--- src/rtl/ex_operand_stage_pkg.sv ---
// Shared encodings for the ID/EX operand stage: ALU opcodes, operand-source
// selects and forwarding-path selects.
package ex_operand_stage_pkg;

  localparam logic [3:0] ALU_ADD  = 4'd0;
  localparam logic [3:0] ALU_SUB  = 4'd1;
  localparam logic [3:0] ALU_SLL  = 4'd2;
  localparam logic [3:0] ALU_SLT  = 4'd3;
  localparam logic [3:0] ALU_SLTU = 4'd4;
  localparam logic [3:0] ALU_XOR  = 4'd5;
  localparam logic [3:0] ALU_SRL  = 4'd6;
  localparam logic [3:0] ALU_SRA  = 4'd7;
  localparam logic [3:0] ALU_OR   = 4'd8;
  localparam logic [3:0] ALU_AND  = 4'd9;
  localparam logic [3:0] ALU_LUI  = 4'd10;

  localparam logic SRC1_REG = 1'b0;
  localparam logic SRC1_PC  = 1'b1;
  localparam logic SRC2_REG = 1'b0;
  localparam logic SRC2_IMM = 1'b1;

  typedef enum logic [1:0] {
    FWD_NONE = 2'd0,
    FWD_MEM  = 2'd1,
    FWD_WB   = 2'd2
  } fwd_sel_t;

  // A later stage may bypass a source only if it writes, targets that source,
  // and the source is not x0.
  function automatic logic fwd_hit(input logic wr_en, input logic idx_eq,
                                   input logic src_nonzero);
    return wr_en & idx_eq & src_nonzero;
  endfunction

endpackage

--- src/rtl/ex_operand_stage_fwd_mux.sv ---
// Per-source bypass selector: MEM result beats WB result beats the value
// latched from the register file.
module fwd_mux
  import ex_operand_stage_pkg::*;
#(
  parameter int XLEN       = 32,
  parameter int REG_ADDR_W = 5
) (
  input  logic [REG_ADDR_W-1:0] i_rs,
  input  logic [XLEN-1:0]       i_rf_data,
  input  logic [REG_ADDR_W-1:0] i_mem_rd,
  input  logic                  i_mem_reg_write,
  input  logic [XLEN-1:0]       i_mem_data,
  input  logic [REG_ADDR_W-1:0] i_wb_rd,
  input  logic                  i_wb_reg_write,
  input  logic [XLEN-1:0]       i_wb_data,
  output logic [XLEN-1:0]       o_value,
  output fwd_sel_t              o_sel
);

  logic w_rs_nz;
  logic w_mem_hit;
  logic w_wb_hit;

  assign w_rs_nz   = |i_rs;
  assign w_mem_hit = fwd_hit(i_mem_reg_write, i_mem_rd == i_rs, w_rs_nz);
  assign w_wb_hit  = fwd_hit(i_wb_reg_write, i_wb_rd == i_rs, w_rs_nz);

  always_comb begin
    o_sel   = FWD_NONE;
    o_value = i_rf_data;
    if (w_mem_hit) begin
      o_sel   = FWD_MEM;
      o_value = i_mem_data;
    end else if (w_wb_hit) begin
      o_sel   = FWD_WB;
      o_value = i_wb_data;
    end
  end

endmodule

--- src/rtl/ex_operand_stage.sv ---
// ID/EX pipeline register with MEM/WB operand forwarding into the ALU and
// load-use hazard detection (IF/ID freeze plus EX bubble).
module ex_operand_stage
  import ex_operand_stage_pkg::*;
#(
  parameter int XLEN       = 32,
  parameter int REG_ADDR_W = 5
) (
  input  logic                  clk,
  input  logic                  rst_n,
  input  logic                  id_valid,
  input  logic [XLEN-1:0]       id_pc,
  input  logic [XLEN-1:0]       id_rs1_data,
  input  logic [XLEN-1:0]       id_rs2_data,
  input  logic [XLEN-1:0]       id_imm,
  input  logic [REG_ADDR_W-1:0] id_rs1,
  input  logic [REG_ADDR_W-1:0] id_rs2,
  input  logic [REG_ADDR_W-1:0] id_rd,
  input  logic [3:0]            id_alu_ctrl,
  input  logic                  id_src1_sel,
  input  logic                  id_src2_sel,
  input  logic                  id_use_rs1,
  input  logic                  id_use_rs2,
  input  logic                  id_reg_write,
  input  logic                  id_mem_read,
  input  logic                  id_mem_write,
  input  logic [REG_ADDR_W-1:0] mem_rd,
  input  logic                  mem_reg_write,
  input  logic [XLEN-1:0]       mem_fwd_data,
  input  logic [REG_ADDR_W-1:0] wb_rd,
  input  logic                  wb_reg_write,
  input  logic [XLEN-1:0]       wb_data,
  input  logic                  stall_in,
  input  logic                  flush,
  output logic [XLEN-1:0]       Operand1,
  output logic [XLEN-1:0]       Operand2,
  output logic [3:0]            AluContrl,
  output logic                  ex_valid,
  output logic [XLEN-1:0]       ex_pc,
  output logic [REG_ADDR_W-1:0] ex_rd,
  output logic                  ex_reg_write,
  output logic                  ex_mem_read,
  output logic                  ex_mem_write,
  output logic [XLEN-1:0]       ex_store_data,
  output logic                  load_use_stall
);

  logic                  r_valid;
  logic [XLEN-1:0]       r_pc;
  logic [XLEN-1:0]       r_rs1_data;
  logic [XLEN-1:0]       r_rs2_data;
  logic [XLEN-1:0]       r_imm;
  logic [REG_ADDR_W-1:0] r_rs1;
  logic [REG_ADDR_W-1:0] r_rs2;
  logic [REG_ADDR_W-1:0] r_rd;
  logic [3:0]            r_alu_ctrl;
  logic                  r_src1_sel;
  logic                  r_src2_sel;
  logic                  r_reg_write;
  logic                  r_mem_read;
  logic                  r_mem_write;

  logic [XLEN-1:0]       w_fwd1_val;
  logic [XLEN-1:0]       w_fwd2_val;
  fwd_sel_t              w_fwd1_sel;
  fwd_sel_t              w_fwd2_sel;
  logic                  w_rs1_dep;
  logic                  w_rs2_dep;
  logic                  w_load_use;

  fwd_mux #(.XLEN(XLEN), .REG_ADDR_W(REG_ADDR_W)) u_fwd_rs1 (
    .i_rs            (r_rs1),
    .i_rf_data       (r_rs1_data),
    .i_mem_rd        (mem_rd),
    .i_mem_reg_write (mem_reg_write),
    .i_mem_data      (mem_fwd_data),
    .i_wb_rd         (wb_rd),
    .i_wb_reg_write  (wb_reg_write),
    .i_wb_data       (wb_data),
    .o_value         (w_fwd1_val),
    .o_sel           (w_fwd1_sel)
  );

  fwd_mux #(.XLEN(XLEN), .REG_ADDR_W(REG_ADDR_W)) u_fwd_rs2 (
    .i_rs            (r_rs2),
    .i_rf_data       (r_rs2_data),
    .i_mem_rd        (mem_rd),
    .i_mem_reg_write (mem_reg_write),
    .i_mem_data      (mem_fwd_data),
    .i_wb_rd         (wb_rd),
    .i_wb_reg_write  (wb_reg_write),
    .i_wb_data       (wb_data),
    .o_value         (w_fwd2_val),
    .o_sel           (w_fwd2_sel)
  );

  // A load in EX cannot supply its data until WB, so a dependent ID
  // instruction must wait one cycle.
  assign w_rs1_dep  = id_use_rs1 & (id_rs1 == r_rd);
  assign w_rs2_dep  = id_use_rs2 & (id_rs2 == r_rd);
  assign w_load_use = ~flush & r_valid & r_mem_read & (|r_rd) & id_valid &
                      (w_rs1_dep | w_rs2_dep);

  always_ff @(posedge clk or negedge rst_n) begin
    if (!rst_n) begin
      r_valid     <= 1'b0;
      r_pc        <= '0;
      r_rs1_data  <= '0;
      r_rs2_data  <= '0;
      r_imm       <= '0;
      r_rs1       <= '0;
      r_rs2       <= '0;
      r_rd        <= '0;
      r_alu_ctrl  <= 4'd0;
      r_src1_sel  <= SRC1_REG;
      r_src2_sel  <= SRC2_REG;
      r_reg_write <= 1'b0;
      r_mem_read  <= 1'b0;
      r_mem_write <= 1'b0;
    end else if (flush) begin
      r_valid     <= 1'b0;
      r_pc        <= '0;
      r_rs1_data  <= '0;
      r_rs2_data  <= '0;
      r_imm       <= '0;
      r_rs1       <= '0;
      r_rs2       <= '0;
      r_rd        <= '0;
      r_alu_ctrl  <= 4'd0;
      r_src1_sel  <= SRC1_REG;
      r_src2_sel  <= SRC2_REG;
      r_reg_write <= 1'b0;
      r_mem_read  <= 1'b0;
      r_mem_write <= 1'b0;
    end else if (stall_in) begin
      // Absorb any bypass seen while held so a producer leaving WB mid-stall
      // is not lost once it retires.
      if (w_fwd1_sel != FWD_NONE) r_rs1_data <= w_fwd1_val;
      if (w_fwd2_sel != FWD_NONE) r_rs2_data <= w_fwd2_val;
    end else if (w_load_use) begin
      r_valid <= 1'b0;
    end else begin
      r_valid     <= id_valid;
      r_pc        <= id_pc;
      r_rs1_data  <= id_rs1_data;
      r_rs2_data  <= id_rs2_data;
      r_imm       <= id_imm;
      r_rs1       <= id_rs1;
      r_rs2       <= id_rs2;
      r_rd        <= id_rd;
      r_alu_ctrl  <= id_alu_ctrl;
      r_src1_sel  <= id_src1_sel;
      r_src2_sel  <= id_src2_sel;
      r_reg_write <= id_reg_write;
      r_mem_read  <= id_mem_read;
      r_mem_write <= id_mem_write;
    end
  end

  assign Operand1       = (r_src1_sel == SRC1_PC)  ? r_pc  : w_fwd1_val;
  assign Operand2       = (r_src2_sel == SRC2_IMM) ? r_imm : w_fwd2_val;
  assign ex_store_data  = w_fwd2_val;
  assign AluContrl      = r_alu_ctrl;
  assign ex_valid       = r_valid;
  assign ex_pc          = r_pc;
  assign ex_rd          = r_rd;
  assign ex_reg_write   = r_valid & r_reg_write;
  assign ex_mem_read    = r_valid & r_mem_read;
  assign ex_mem_write   = r_valid & r_mem_write;
  assign load_use_stall = w_load_use;

endmodule

--- config.mk ---
export PLATFORM = sky130hd
export DESIGN_NAME = ex_operand_stage
export DESIGN_NICKNAME = d
export VERILOG_FILES = /design/src/rtl/ex_operand_stage_pkg.sv /design/src/rtl/ex_operand_stage_fwd_mux.sv /design/src/rtl/ex_operand_stage.sv
export SDC_FILE = /design/constraint.sdc
export NUM_CORES = 1
export LEC_CHECK = 0
export CAP_MARGIN = 20
export CORE_UTILIZATION = 45
export CTS_CLUSTER_SIZE = 28
export DETAILED_ROUTE_END_ITERATION = 12
export HOLD_SLACK_MARGIN = 0.12
export PLACE_DENSITY = 0.82
export SYNTH_ARGS = -nofsm -noshare
export SYNTH_HDL_FRONTEND = slang
export SYNTH_SLANG_ARGS = --single-unit
--- constraint.sdc ---
create_clock -name clk -period 3.2 [get_ports clk]
set_input_delay 0.64 -clock clk [delete_from_list [all_inputs] [get_ports clk]]
set_output_delay 0.64 -clock clk [all_outputs]
set_load 0.05 [all_outputs]
==> out/results.txt <==
status: finished with violations
failing checks: setup timing
wire per inst: 29.4 um
GR Overflow Total: 0
Max Root-Sink Buffers: 2
simple-gate share of the synthesized area: 14.4%
Slowest cell on crit path: or4_4
CTS Buf Count: 17
die area: 22100 um2
critical-path cell list: or4_4, o211ai_4, buf_12, buf_12, o21ai_4, a31oi_4, mux2_4, buf_8
HP Class: in -> async
# IOs: 377
ANT nets after route: 0
Layout Utilization: 88.4%
synthesized cell area: 9690 um2
Post-synth top cells: 153 x dfrtp_1, 143 x mux2_2, 89 x nor2b_1, 65 x nor3_1
Pleak: 7.60 nW
Die Width: 149 um
Post-synth EDFFs: 0
initial DRC count: 1139
Area after DPL: 15000 um2
clock sinks: 153
CTS tree: built
synth top area cells: dfrtp_1 40%, mux2_2 17%, mux2i_1 6.6%
fmax: 0.287 GHz
most common cell in the netlist: dfrtp_1
CTS root buffer: clkbuf_16
ys async rst share: 100%
Crit path top cell by count: buf_12
Worst-Skew Late Latency: 0.44 ns
Synth Register Bits: 153
H-Tree Depth: 4
Std-Cell Rows: 53
family with the most delay on the worst path: compound AO/OA/AOI/OAI gates
Most used DFF post-synth: dfrtp_1
Initial Util: 46.0%
Final Cycle Share: 109%
sequential area share after synthesis: 39.5%
pwr dens: 399 nW/um2
design area: 18600 um2
post-synthesis cell count: 944
Total GRT Usage: 39.7%
# hold bufs at CTS: 0
first-pass GRT wire length: 66100 um
largest net degree at the start of global routing: 59
clk slew on worst S/H paths: 0.08 ns
Ys Warns: 0
Mapped Nets: 1179
total of max-cap violations: 0
Post-Synth XOR/XNOR Area: 2.71%
mux share of post-synthesis cell area: 24.3%
maximum vdd drop: 0.354 mV
final hold viol count: 0
setup TNS: -15.60 ns
critical path buffer and inverter count: 3
Slew @ Worst Pin: 0.731 ns
Avg Inst Size Synth: 10.3 um2
Via Count: 11427
top cell type's share of synthesized area: 39.5%
HPWL after DPL: 28100 um
RSZ-0062 raised after global routing: yes
Die Y: 149 um
critical path's largest stage delay: 0.59 ns
Worst setup EP type: output pin
vias in the first global route: 11167
I/O Buffers: 376
Worst EP arrival: 2.84 ns
Total Wirelength: 51100 um
Synth Area in Compound Gates: 14.8%
core area: 21100 um2
share of cells above drive strength 1: 43.3%
relative slew slack: 51.2%
area leader, netlist: dfrtp_1
element type at the critical path start: flop
DR vias/cell: 6.57
Residual DRC: 0
RD Place Congestion: 0.959
Setup CP Type: reg -> out
Max Slew Vio Count: 0
Area Growth Syn to Fin: 92.3%
post-synthesis adder-cell area fraction: 0%
Crit Path Max Fanout: 8
synth unique cells: 38
Data required, critical path: 2.56 ns
Pre-Repair DR Iteration Count: 6
final worst setup slack: -0.283 ns
Final min period: 3.48 ns
largest family of logic cells by synthesized area: multiplexers
Final nets: 1674
Max Clock Skew: 0.0109 ns
initial antenna violation count: 10
Final setup viols: 96
## worst register-to-register path, cell delays in order, from the launching register on
cell,delay [ns]
dfrtp_2,0.45
or4_4,0.59
o211ai_4,0.21
buf_12,0.17
or2_4,0.24
clkbuf_16,0.19
buf_4,0.11
buf_4,0.12
o211ai_1,0.16
a21oi_2,0.29
buf_12,0.25
o2bb2ai_1,0.20
## power breakdown
part	internal, W	switching [W]	total, W	leakage (nW)
sequential	0.00207	0.000137	0.00220	2.01
combinational	0.00148	0.00168	0.00316	5.31
clock	0.00111	0.000976	0.00208	0.279
## flip-flops by register name, indices dropped and copies added, names as in the netlist
name         cells
AluContrl        4
r_imm           32
r_rs2_data      32
r_src1_sel       1
r_mem_write      1
ex_pc           32
r_src2_sel       1
r_reg_write      1
r_mem_read       1
ex_valid         1
r_rs2            5
ex_rd            5
r_rs1            5
r_rs1_data      32
## cells by family after synthesis
group	after synthesis
and+or+nand+nor	241
DFF	153
xor gates and xnor gates	30
AOI/OAI and AO/OA	206
buffers and inverters	98
muxes	216
## layer usage
metal	global-route usage (%)	share of wire, %	vias up
li1	-	-	4553
met3	8.93	10	340
met4	22.1	7.9	2
met2	65.4	47	970
met5	0	0.020	-
met1	48.1	35	5562
## area by class of cell
class	count	area (um2)
Inverter	1	3.75
Clock buffer	18	429
Antenna cell	11	27.5
Clock inverter	14	154
Multi-Input combinational cell	694	7200
Fill cell	908	2450
Tap cell	275	344
Sequential cell	153	3830
Timing Repair Buffer	572	6650
## layout by cell type, fill, tap and decap left out, types with 24 or more instances in the layout
cell / Yosys / layout
a31oi_4: 0 / 58
buf_12: 0 / 37
buf_4: 3 / 90
buf_6: 0 / 68
buf_8: 0 / 85
clkbuf_16: 0 / 24
clkdlybuf4s50_1: 0 / 265
dfrtp_1: 153 / 150
mux2_2: 143 / 88
mux2_4: 0 / 55
mux2i_1: 64 / 64
nand3_1: 34 / 32
nand4_1: 37 / 37
nor2b_1: 89 / 89
nor3_1: 65 / 34
o2bb2ai_1: 64 / 64
## timing repair
action                                  CTS  global route
gates resized for setup                 355           212
pin swaps                                30            42
setup buffers                            38            36
endpoints found under the setup margin   96            96
gates cloned                             11             8
## through the flow
step	power [W]	cells	worst slack (ns)	hold slack, ns
after floorplan	0.00351	944	-0.180	0.344
after global placement	0.00451	1651	-0.376	0.465
after detailed placement	0.00454	1651	-0.424	0.468
after CTS	0.00702	1724	-0.208	0.187
final	0.00744	1738	-0.283	0.167
after global routing	0.00761	1734	-0.309	0.197
## path summary, 6_finish.rpt
kind / startpoint / end / slack, ns / depth (start not counted)
min in group clk: r_rs1_data[5] / r_rs1_data[5] / 0.50 / 1
setup reg to reg: r_rs2[0] / r_rs2_data[28] / 0.13 / 11
max in group asynchronous: rst_n / r_rs1_data[20] / 2.07 / 2
setup / recovery: r_rs2[0] / Operand2[18] / -0.28 / 8
hold reg to reg: r_rs1_data[5] / r_rs1_data[5] / 0.50 / 1
hold / removal: rst_n / ex_pc[0] / 0.17 / 1
Power figures use the tool's default switching activity.
==> patch: new RTL, config.mk and constraints unchanged <==
`REG_ADDR_W` is set to 5 in 2 places; all go to 3.
--- a/src/rtl/ex_operand_stage_fwd_mux.sv
+++ b/src/rtl/ex_operand_stage_fwd_mux.sv
@@ -5,5 +5,5 @@
 #(
   parameter int XLEN       = 32,
-  parameter int REG_ADDR_W = 5
+  parameter int REG_ADDR_W = 3
 ) (
   input  logic [REG_ADDR_W-1:0] i_rs,
--- a/src/rtl/ex_operand_stage.sv
+++ b/src/rtl/ex_operand_stage.sv
@@ -5,5 +5,5 @@
 #(
   parameter int XLEN       = 32,
-  parameter int REG_ADDR_W = 5
+  parameter int REG_ADDR_W = 3
 ) (
   input  logic                  clk,
Ports: changed (6 resized); port bits go from 377 to 365. No check against the original RTL was run, so the function may have changed too.
==> patch against the unedited design <==
- setup slack better by 290 ps
- global-route usage is 3.3 points lower
- routed wire length down 17%
- clock skew up 0.92 ps
- total power increased by 2.9%
- sequential share of layout area increased by 1.3 points
- area after synthesis is 3.2% higher
- sequential cell count decreased by 6
- first-iteration DRC count is 6.1% lower
- sequential power decreased by 3%
- register-to-register slack improved by 590 ps
- cell area shrank 9.6%
- largest cell class unchanged
==> patch: results <==
set metrics [dict create \
    drive_gt1_frac 0.297 \
    routedWlPerCell_um 22.8 \
    syn_nets 1356 \
    gp_congestion 0.904 \
    use_met1 0.476 \
    nNonClkInverters 65 \
    design_area_sq_um 16800 \
    met1_length_mm 17.0 \
    grt_pass1_wl_mm 61.6 \
    p_leak_nw 7.18 \
    post_dp_cell_area_sq_um 15000 \
    status "finished, final reports clean" \
    diodes 2 \
    synth_cell_type_count 42 \
    reg2reg_to "r_rs2_data[21]$_DFFE_PN0P_" \
    r2r_start "r_rs2[2]$_DFFE_PN0P_" \
    clock_area_frac 0.0351 \
    cpMaxStageDelayCell "dfrtp_2" \
    n_all_buffers 520 \
    grt_max_degree 99 \
    dpl.cell_count 1796 \
    slowest_delay_ps 450 \
    dp_hpwl_mm 28.7 \
    n_fill_cell 1372 \
    synth.area.mux_share 0.0681 \
    layout.cells.non_filler 1856 \
    wl_met3_mm 3.69 \
    arrival_ps 2560 \
    layout.comb_gates.multi_input 810 \
    track_usage 0.364 \
    met3_usage 0.0750 \
    num_vias 10900 \
    io_buffers 364 \
    rr_worst_depth 8 \
    wl_met2_mm 20.1 \
    yosysSeqAreaShare 0.368 \
    post_synth.cell_area_avg_sq_um 8.84 \
    multi_input_area_share 0.375 \
    grt_pass1_vias 10500 \
    path_max_fanout 6 \
    seq_share 0.219 \
    num-clock-buffers 19 \
    synthXorXnorAreaFrac 0.0123 \
    synthTopCellsByArea "dfrtp_1 (37%), o21ai_1 (6.7%), a31oi_4 (6.6%), nand2_1 (5.6%), nand2b_1 (5.4%)" \
    swShare 0.387 \
    synth_common_cells "nand2_1 (149), dfrtp_1 (147), o21ai_1 (133), nand2b_1 (86), o21ai_0 (76)" \
]
-- patch: cell types whose count changed after synthesis, moves of 35 or more --
cell / delta
nor2b_1: -89
nand2b_1: +86
o2bb2ai_1: -64
nand4_1: -35
mux2_2: -111
nand2_1: +147
a31oi_1: -63
o21ai_1: +127
inv_1: +64
-- patch: worst min-delay path by stage --
stage / endpoint / slack, ps / cells past startpoint
2_1_floorplan: AluContrl[0]$_DFFE_PN0P_ / 340 / 0
3_3_place_gp: r_rs2_data[31]$_DFFE_PN0P_ / 460 / 2
3_5_place_dp: r_rs2_data[18]$_DFFE_PN0P_ / 470 / 2
4_1_cts: ex_pc[8]$_DFFE_PN0P_ / 230 / 1
5_1_grt: ex_pc[4]$_DFFE_PN0P_ / 250 / 1
6_report: ex_pc[12]$_DFFE_PN0P_ / 200 / 1
-- patch: power groups by stage --
stage | registers [mW] | logic, mW | clock network (mW)
after CTS | 2.13 | 3.30 | 2.10
final | 2.14 | 3.43 | 2.09
after global placement | 2.16 | 2.99 | 0
after global routing | 2.16 | 3.56 | 2.17
after floorplan | 2.24 | 1.61 | 0
after detailed placement | 2.16 | 3.03 | 0
-- patch: through the flow --
| step | worst slack, ps | utilization |
|---|---|---|
| floorplan | 49.8 | - |
| global placement | -177 | 0.688 |
| detailed placement | -267 | 0.688 |
| CTS | 15.5 | 0.759 |
| global route | -54.0 | 0.772 |
| finish | 4.11 | 0.772 |
-- patch: timing repair --
item                       4_1_cts  5_1_grt
pin swaps                       31        5
setup endpoints to repair       96       69
gates resized for setup        114       73
gates cloned                    12        0
buffers inserted                12        3
-- patch: critical path: cells and delay by family (launching register included) --
family / cells / cell delay (ps)
compound gates: 2 / 470
xor+xnor: 1 / 190
buf+inv: 3 / 470
flops: 1 / 450
mux: 1 / 200
simple gates: 1 / 340
